`src/rtl/byte_striping_if.sv`:
```
// byte_striping_if
//   Byte stream in, two striped lanes out, for the byte_striping lane splitter.
//   Signals:
//     data_in/valid_in            serial byte stream, one byte per clk_2f cycle at most
//     data_stripe_0/valid_stripe_0 lane 0 word (first byte of each pair)
//     data_stripe_1/valid_stripe_1 lane 1 word (second byte of each pair)
//     frame_phase                 free-running toggle; lanes load on edges where it is 1
//   Modports:
//     master  stream source / lane consumer
//     slave   the splitter itself
interface byte_striping_if #(
   parameter int DATA_WIDTH = 8
);
   logic [DATA_WIDTH-1:0] data_in;
   logic                  valid_in;
   logic [DATA_WIDTH-1:0] data_stripe_0;
   logic [DATA_WIDTH-1:0] data_stripe_1;
   logic                  valid_stripe_0;
   logic                  valid_stripe_1;
   logic                  frame_phase;

   modport master (
      output data_in,
      output valid_in,
      input  data_stripe_0,
      input  data_stripe_1,
      input  valid_stripe_0,
      input  valid_stripe_1,
      input  frame_phase
   );

   modport slave (
      input  data_in,
      input  valid_in,
      output data_stripe_0,
      output data_stripe_1,
      output valid_stripe_0,
      output valid_stripe_1,
      output frame_phase
   );
endinterface

```
`src/rtl/byte_striping.sv`:
```
// byte_striping
//   Transmit-side lane splitter. Bytes arriving on the serial stream are paired;
//   the first byte of a pair goes to lane 0, the second to lane 1. Lane outputs
//   load only on clk_2f edges where frame_phase is 1, so each lane word is held
//   for two clk_2f cycles. A lone byte left waiting longer than TIMEOUT idle
//   cycles is flushed on lane 0 with lane 1 marked invalid.
//   Ports:
//     clk_2f   only clock, rising edge
//     reset_L  synchronous active-low reset
//     bus      byte_striping_if slave: data_in/valid_in in; stripes, valids,
//              frame_phase out
//   Parameters:
//     DATA_WIDTH  byte / lane word width
//     TIMEOUT     idle cycles before a lone byte is flushed (1..15)
module byte_striping #(
   parameter int DATA_WIDTH = 8,
   parameter int TIMEOUT    = 4
) (
   input logic            clk_2f,
   input logic            reset_L,
   byte_striping_if.slave bus
);

   localparam logic [3:0] IDLE_LIMIT = 4'(TIMEOUT);

   // half register: first byte of a pair waiting for its partner
   logic [DATA_WIDTH-1:0] half_q;
   logic                  half_full;
   logic [3:0]            idle_cnt;

   // pending pair waiting for the next draining edge
   logic [DATA_WIDTH-1:0] pend_d0;
   logic [DATA_WIDTH-1:0] pend_d1;
   logic                  pend_v0;
   logic                  pend_v1;

   logic                  frame_phase_q;
   logic [DATA_WIDTH-1:0] stripe_0_q;
   logic [DATA_WIDTH-1:0] stripe_1_q;
   logic                  valid_0_q;
   logic                  valid_1_q;

   logic                  pair_wr;
   logic                  flush_wr;
   logic                  pend_wr;
   logic [DATA_WIDTH-1:0] new_d1;

   // An incoming byte always beats a flush that would fire in the same cycle.
   assign pair_wr  = bus.valid_in & half_full;
   assign flush_wr = ~bus.valid_in & half_full & (idle_cnt == IDLE_LIMIT);
   assign pend_wr  = pair_wr | flush_wr;
   assign new_d1   = pair_wr ? bus.data_in : '0;

   always_ff @(posedge clk_2f) begin
      if (!reset_L) begin
         half_q        <= '0;
         half_full     <= 1'b0;
         idle_cnt      <= '0;
         pend_d0       <= '0;
         pend_d1       <= '0;
         pend_v0       <= 1'b0;
         pend_v1       <= 1'b0;
         frame_phase_q <= 1'b0;
         stripe_0_q    <= '0;
         stripe_1_q    <= '0;
         valid_0_q     <= 1'b0;
         valid_1_q     <= 1'b0;
      end else begin
         frame_phase_q <= ~frame_phase_q;

         if (bus.valid_in) begin
            idle_cnt <= '0;
            if (half_full) begin
               half_full <= 1'b0;
            end else begin
               half_q    <= bus.data_in;
               half_full <= 1'b1;
            end
         end else if (half_full) begin
            if (flush_wr) begin
               half_full <= 1'b0;
               idle_cnt  <= '0;
            end else if (idle_cnt != IDLE_LIMIT) begin
               idle_cnt <= idle_cnt + 4'd1;
            end
         end

         if (frame_phase_q) begin
            // Draining edge: a pair completed right now bypasses pending.
            if (pend_wr) begin
               stripe_0_q <= half_q;
               stripe_1_q <= new_d1;
               valid_0_q  <= 1'b1;
               valid_1_q  <= pair_wr;
            end else begin
               valid_0_q <= pend_v0;
               valid_1_q <= pend_v1;
               if (pend_v0) begin
                  stripe_0_q <= pend_d0;
                  stripe_1_q <= pend_d1;
               end
            end
            pend_v0 <= 1'b0;
            pend_v1 <= 1'b0;
         end else if (pend_wr) begin
            // Input rate never exceeds the drain rate, so pending is empty here.
            pend_d0 <= half_q;
            pend_d1 <= new_d1;
            pend_v0 <= 1'b1;
            pend_v1 <= pair_wr;
         end
      end
   end

   assign bus.frame_phase    = frame_phase_q;
   assign bus.data_stripe_0  = stripe_0_q;
   assign bus.data_stripe_1  = stripe_1_q;
   assign bus.valid_stripe_0 = valid_0_q;
   assign bus.valid_stripe_1 = valid_1_q;

endmodule

```
`src/flat_wrapper.sv`:
```
// flat-port wrapper written by rule: the top's interface ports become plain ports
module byte_striping_flat 
#(
   parameter int DATA_WIDTH = 8,
   parameter int TIMEOUT    = 4
)
  (clk_2f, reset_L, bus_data_in, bus_valid_in, bus_data_stripe_0, bus_data_stripe_1, bus_valid_stripe_0, bus_valid_stripe_1, bus_frame_phase);
  byte_striping_if #(.DATA_WIDTH(DATA_WIDTH)) bus_i ();
  input logic clk_2f;
  input logic reset_L;
  input wire logic [$bits(bus_i.data_in)-1:0] bus_data_in;
  input wire logic [$bits(bus_i.valid_in)-1:0] bus_valid_in;
  output wire logic [$bits(bus_i.data_stripe_0)-1:0] bus_data_stripe_0;
  output wire logic [$bits(bus_i.data_stripe_1)-1:0] bus_data_stripe_1;
  output wire logic [$bits(bus_i.valid_stripe_0)-1:0] bus_valid_stripe_0;
  output wire logic [$bits(bus_i.valid_stripe_1)-1:0] bus_valid_stripe_1;
  output wire logic [$bits(bus_i.frame_phase)-1:0] bus_frame_phase;
  assign bus_i.data_in = bus_data_in;
  assign bus_i.valid_in = bus_valid_in;
  assign bus_data_stripe_0 = bus_i.data_stripe_0;
  assign bus_data_stripe_1 = bus_i.data_stripe_1;
  assign bus_valid_stripe_0 = bus_i.valid_stripe_0;
  assign bus_valid_stripe_1 = bus_i.valid_stripe_1;
  assign bus_frame_phase = bus_i.frame_phase;
  byte_striping #(.DATA_WIDTH(DATA_WIDTH), .TIMEOUT(TIMEOUT)) u_core (.clk_2f(clk_2f), .reset_L(reset_L), .bus(bus_i));
endmodule
```
`config.mk`:
```
export PLATFORM = sky130hd
export DESIGN_NAME = byte_striping_flat
export DESIGN_NICKNAME = d
export VERILOG_FILES = /design/src/rtl/byte_striping_if.sv /design/src/rtl/byte_striping.sv /design/src/flat_wrapper.sv
export SDC_FILE = /design/constraint.sdc
export NUM_CORES = 1
export LEC_CHECK = 0
export BUFFER_PORTS_ARGS = -buffer_cell sky130_fd_sc_hd__buf_2
export CAP_MARGIN = 30
export CORE_MARGIN = 1.5
export CORE_UTILIZATION = 43
export CTS_CLUSTER_SIZE = 30
export DETAILED_ROUTE_END_ITERATION = 10
export GPL_TIMING_DRIVEN = 0
export PLACE_DENSITY = 0.63
export SYNTH_ARGS = -nofsm -noshare
export SYNTH_HDL_FRONTEND = slang
export SYNTH_SLANG_ARGS = --single-unit
```
`constraint.sdc`:
```
create_clock -name clk_2f -period 1.5 [get_ports clk_2f]
set_input_delay 0.3 -clock clk_2f [delete_from_list [all_inputs] [get_ports clk_2f]]
set_output_delay 0.3 -clock clk_2f [all_outputs]
set_load 0.1 [all_outputs]
```
==> impl_metrics.toml, run 1 <==
[outcome]
status = "complete, no violations"

[floorplanning]
coreArea_sq_um = 4750
die_h_microns = 73.6
placementRows = 25
io_pins = 30
start_util_pct = 45.1
fp.dieArea_sq_um = 5420
die_x_microns = 73.6

[sta]
worst_slew_pin_slew_ns = 0.500
slew_headroom_pct = 66.7
fin_crit_ns = 1.44
fin_skew_ns = 0.0124
final_hold_viol_count = 0
drv_slew = 0
setup_viol = 0
rsz0062_at_grt = "false"
setup_total_negative_slack_ns = 0
timing.fmax_ghz = 0.695
fin_crit_sh_pct = 95.9
fin_ws_ns = 0.0609

[placed_design]
placed_cells = 333
dp_slack_ns = -0.189
place_hpwl_microns = 3280
place.gp.congestion = 0.753
numPortBuffers = 28

[power_and_ir_drop]
ir_drop_v = 0.000766
clock_power_share_pct = 32.2
p_comb_share_pct = 16.9
p_sw_uw = 834
seq_power_share_pct = 50.9
swShare_pct = 30.0
p_leak_uw = 0.00101
p_per_area_nw_per_um2 = 1090
p_int_uw = 1940

[synth]
synth_warnings = 0
synth.distinct_cells = 33
netlist_area_sq_um = 2150
ys_ff_latch = 50
avgSynthCellArea_sq_um = 9.02
ys_seq_area_share_pct = 46.6
netlist_instances = 238
syn_nets = 251

[clock_network]
cts-root-buf = "clkbuf_8"
clk_path_buf_depth = 2
clk_latency_ns = 0.31
cts_made_buffers = 5
cts.clk_slew.worst_paths_ns = 0.10
cts.sinks = 50
cts_max_level = 2
cts_tree = "built"
ctsHoldBuffers = 0

[global_route]
grt_max_degree = 17
antenna_found_initial = 0
grt_pass1_vias = 1615
grt_use_total_pct = 19.3
grt_pass1_wl_microns = 7950
grt-ovfl-total = 0

[drt]
wirelength_microns = 4720
viasPerCell = 5.00
detail_route.wl_per_cell_microns = 13.7
vias = 1726
drtPass1Iterations = 4
ant_nets = 0
initialDrtViolationCount = 100
drc_errors = 0

[min_path]
min_path_type = "in2reg"

[setup_path]
crit_type = "reg2reg"
end_kind = "flip-flop"
critPathRequiredTime_ns = 1.75
cp_max_fo = 8
cp-start-kind = "flip-flop"
worstPathArrival_ns = 1.69

[flow_run]
drv_cap = 0

[layout]
drive_above_1_share_pct = 23.7
syn_to_final_growth_pct = 18.1
final_cell_count_no_fill = 345
nNetsFinal = 290
final_cell_mix = "dfxtp_1 (47), nand2_1 (42), buf_2 (32)"
diodes = 0
layout_commonest_cell = "dfxtp_1"
[metrics by stage]
step	total power, uW	utilization, %	hold slack [ns]	cell area, sq um
after floorplan	1800	-	0.432	2150
after global placement	1900	49.9	0.437	2370
after detailed placement	1910	49.9	0.445	2370
after CTS	2800	53.1	0.243	2520
after global routing	2910	53.3	0.241	2530
final	2780	53.3	0.250	2530
[logic make-up (layout without fill, tap and decap cells)]
family          Yosys count  in the layout  synth area share (%)
simple gates             81             81                  18.9
compound gates           68             68                  22.0
flops                    50             50                  46.6
buf+inv                  27             67                  6.59
mux                      10             10                  4.72
fa+ha+maj                 2              2                  1.17
[cell type report]
type                       count  area [sq um]
buffer                        16           105
clock buffer                   6          93.8
clock inverter                 2          13.8
fill                         473          2220
inverter                      11          41.3
multi-input combinational    161          1020
sequential                    50          1010
tap                           67          83.8
timing repair buffer          32           170
[layer usage]
metal	vias to the layer above	GRT usage [%]	part of all wire [%]
li1	891	-	-
met1	791	27.0	51
met2	37	29.3	44
met3	7	3.70	4.1
met4	0	7.41	1.6
met5	-	0	0
[worst paths after layout]
kind	from	to	slack (ns)	cells past startpoint
min reg2reg	u_core.pend_d0[3]	u_core.pend_d0[3]	0.46	2
max	u_core.idle_cnt[1]	u_core.pend_d1[4]	0.06	7
max reg2reg	u_core.idle_cnt[1]	u_core.pend_d1[4]	0.06	7
min	bus_data_in[6]	u_core.half_q[6]	0.25	3
[Yosys cell counts]
cell type,count,area (sq um)
nand2_4,1,11.3
nand2b_1,12,75.1
dfxtp_1,50,1000
mux2_2,1,11.3
nand4_1,1,6.26
o21ai_1,14,70.1
a22o_1,8,70.1
nand4b_4,1,23.8
nor2_1,5,18.8
inv_1,11,41.3
buf_8,1,15.0
and2_1,3,18.8
or3_1,1,6.26
a21boi_1,8,60.1
buf_2,5,25.0
o21ai_4,1,16.3
mux2i_1,9,90.1
o221a_1,8,90.1
o21a_1,1,7.51
ha_1,2,25.0
nand2_2,1,6.26
nor2b_1,3,18.8
buf_6,3,33.8
a21oi_1,21,105
nor2_2,1,6.26
a21boi_4,1,18.8
and2b_1,1,7.51
a21oi_2,1,8.76
o21ai_0,5,25.0
clkbuf_1,7,26.3
nand2_1,42,158
and3b_1,1,8.76
nand3_1,8,40.0
[power groups by stage]
stage,Sequential [uW],Clock [uW],Combinational [uW]
after floorplan,1610,0,190
after global placement,1440,0,457
after detailed placement,1440,0,462
after CTS,1410,919,471
after global routing,1420,979,508
final,1410,893,470
[sequential cells by signal, summed over array words and instances, names as in the netlist]
signal,count
u_core.half_full,1
u_core.pend_v0,1
u_core.half_q,8
u_core.pend_d0,8
u_core.bus.data_stripe_0,8
u_core.bus.valid_stripe_0,1
u_core.idle_cnt,4
u_core.bus.valid_stripe_1,1
u_core.bus.data_stripe_1,8
u_core.pend_v1,1
u_core.bus.frame_phase,1
u_core.pend_d1,8
[worst max-delay path, stage by stage (launching register included)]
cell and delay [ns]:
dfxtp_2 0.36, inv_1 0.07, ha_4 0.17, and3b_2 0.21, o21ai_4 0.17, and2_4 0.16, buf_6 0.12, a22o_1 0.13
[repair_timing]
| item | 4_1_cts | 5_1_grt |
|---|---|---|
| pin swaps | 3 | 1 |
| resized for setup | 6 | 6 |
| setup endpoints to repair | 28 | 26 |
| setup buffers | 3 | 1 |
Power figures use the tool's default switching activity.
==> run 2, diff against run 1 <==
--- a/config.mk
+++ b/config.mk
@@ -8,11 +8,11 @@
 export BUFFER_PORTS_ARGS = -buffer_cell sky130_fd_sc_hd__buf_2
 export CAP_MARGIN = 30
 export CORE_MARGIN = 1.5
-export CORE_UTILIZATION = 43
+export CORE_UTILIZATION = 45
 export CTS_CLUSTER_SIZE = 30
 export DETAILED_ROUTE_END_ITERATION = 10
 export GPL_TIMING_DRIVEN = 0
-export PLACE_DENSITY = 0.63
+export PLACE_DENSITY = 0.66
 export SYNTH_ARGS = -nofsm -noshare
 export SYNTH_HDL_FRONTEND = slang
 export SYNTH_SLANG_ARGS = --single-unit
==> impl_metrics.toml, run 2 (same netlist as run 1, synthesis figures left out) <==
[outcome]
status = "complete, no violations"

[clock_network]
cts_made_buffers = 5
ctsHoldBuffers = 0
cts.sinks = 50
clk_path_buf_depth = 2
cts_tree = "built"
cts_max_level = 2
clk_latency_ns = 0.31
cts.clk_slew.worst_paths_ns = 0.10
cts-root-buf = "clkbuf_8"

[power_and_ir_drop]
ir_drop_v = 0.000680
p_per_area_nw_per_um2 = 1120
p_leak_uw = 0.00101

[sta]
setup_total_negative_slack_ns = 0
fin_crit_ns = 1.44
worst_slew_pin_slew_ns = 0.524
setup_viol = 0
worst_hold_slack_ns = 0.243
fin_crit_sh_pct = 96.2
final_hold_viol_count = 0
fin_ws_ns = 0.0574
slew_headroom_pct = 65.1
rsz0062_at_grt = "false"
fin_skew_ns = 0.0146
timing.fmax_ghz = 0.693
drv_slew = 0

[placed_design]
dp_slack_ns = -0.160
placed_cells = 318
place_hpwl_microns = 3290
numPortBuffers = 28
place.gp.congestion = 0.750
placed_cell_area_sq_um = 2350

[floorplanning]
fp.dieArea_sq_um = 5190
start_util_pct = 48.0
die_x_microns = 72.1
coreArea_sq_um = 4470
placementRows = 24
io_pins = 30
die_h_microns = 72.1

[drt]
vias = 1752
detail_route.wl_per_cell_microns = 14.7
drc_errors = 0
ant_nets = 0
drtPass1Iterations = 4
wirelength_microns = 4860
initialDrtViolationCount = 92
viasPerCell = 5.29

[layout]
design_area_sq_um = 2530
drive_above_1_share_pct = 23.7
final_cell_mix = "dfxtp_1 (47), nand2_1 (42), buf_2 (32)"
final_cell_count_no_fill = 331
layout_commonest_cell = "dfxtp_1"
diodes = 0
final.fill_count = 416
nNetsFinal = 291
multiInputGateArea_sq_um = 1020
seq_area_sq_um = 1010
syn_to_final_growth_pct = 17.9

[setup_path]
end_kind = "flip-flop"
cp-start-kind = "flip-flop"
critPathRequiredTime_ns = 1.70
cp_max_fo = 8
worstPathArrival_ns = 1.64
crit_type = "reg2reg"

[global_route]
grt_use_total_pct = 20.5
antenna_found_initial = 0
grt_max_degree = 17
grt_pass1_vias = 1663
grt-ovfl-total = 0
grt_pass1_wl_microns = 8120

[flow_run]
drv_cap = 0

[min_path]
min_path_type = "in2reg"
[run 2: changes by cell type in the layout (fill, tap and decap cells not counted), sizes merged]
cell,before,now
buf,41,42
clkbuf,13,14
clkinv,1,0
[run 2: timing repair]
| action | in CTS | in global routing |
|---|---|---|
| gates cloned | 0 | 0 |
| setup endpoints to repair | 28 | 24 |
| setup buffers | 3 | 2 |
| pin swaps | 3 | 1 |
| resized for setup | 6 | 5 |
[run 2: layer usage]
metal / share of wire [%] / track usage, % / vias to the layer above
li1: - / - / 893
met1: 48 / 27.7 / 819
met2: 47 / 32.2 / 34
met3: 4.2 / 4.58 / 6
met4: 1.3 / 7.55 / 0
met5: 0 / 0 / -
[run 2: layout make-up]
type / count / share of cell area [%]
clock inverter: 1 / 0.346
clock buffer: 7 / 4.25
tap: 52 / 2.57
timing repair buffer: 33 / 7.02
sequential: 50 / 39.8
buffer: 16 / 4.15
inverter: 11 / 1.63
multi-input combinational: 161 / 40.2
[run 2: worst max-delay path, cell delays in order (launching register included)]
cell     delay (ns)
dfxtp_2        0.34
inv_1          0.08
ha_4           0.16
and3b_2        0.22
o21ai_4        0.07
and2_1         0.16
buf_6          0.13
a22o_1         0.18
[run 2: worst paths after layout]
| check | startpoint | endpoint | slack (ns) | cells past startpoint |
|---|---|---|---|---|
| setup / recovery | u_core.idle_cnt[1] | u_core.pend_d1[0] | 0.06 | 7 |
| hold / removal | bus_data_in[6] | u_core.half_q[6] | 0.24 | 3 |
| setup reg to reg | u_core.idle_cnt[1] | u_core.pend_d1[0] | 0.06 | 7 |
| hold reg to reg | u_core.pend_d0[5] | u_core.pend_d0[5] | 0.47 | 2 |
[run 2: power breakdown]
part,switching (uW),internal (uW),leakage [uW],total [uW]
Sequential,35.0,1380,0.000408,1410
Clock,468,482,0.0000600,950
Combinational,338,130,0.000544,468
Total,841,1990,0.00101,2830
[run 2: stage by stage]
| stage | total power (uW) | utilization [%] |
|---|---|---|
| CTS | 2850 | 56.2 |
| global placement | 1900 | 52.6 |
| global route | 2960 | 56.5 |
| finish | 2830 | 56.5 |
| detailed placement | 1910 | 52.6 |
| floorplan | 1800 | - |
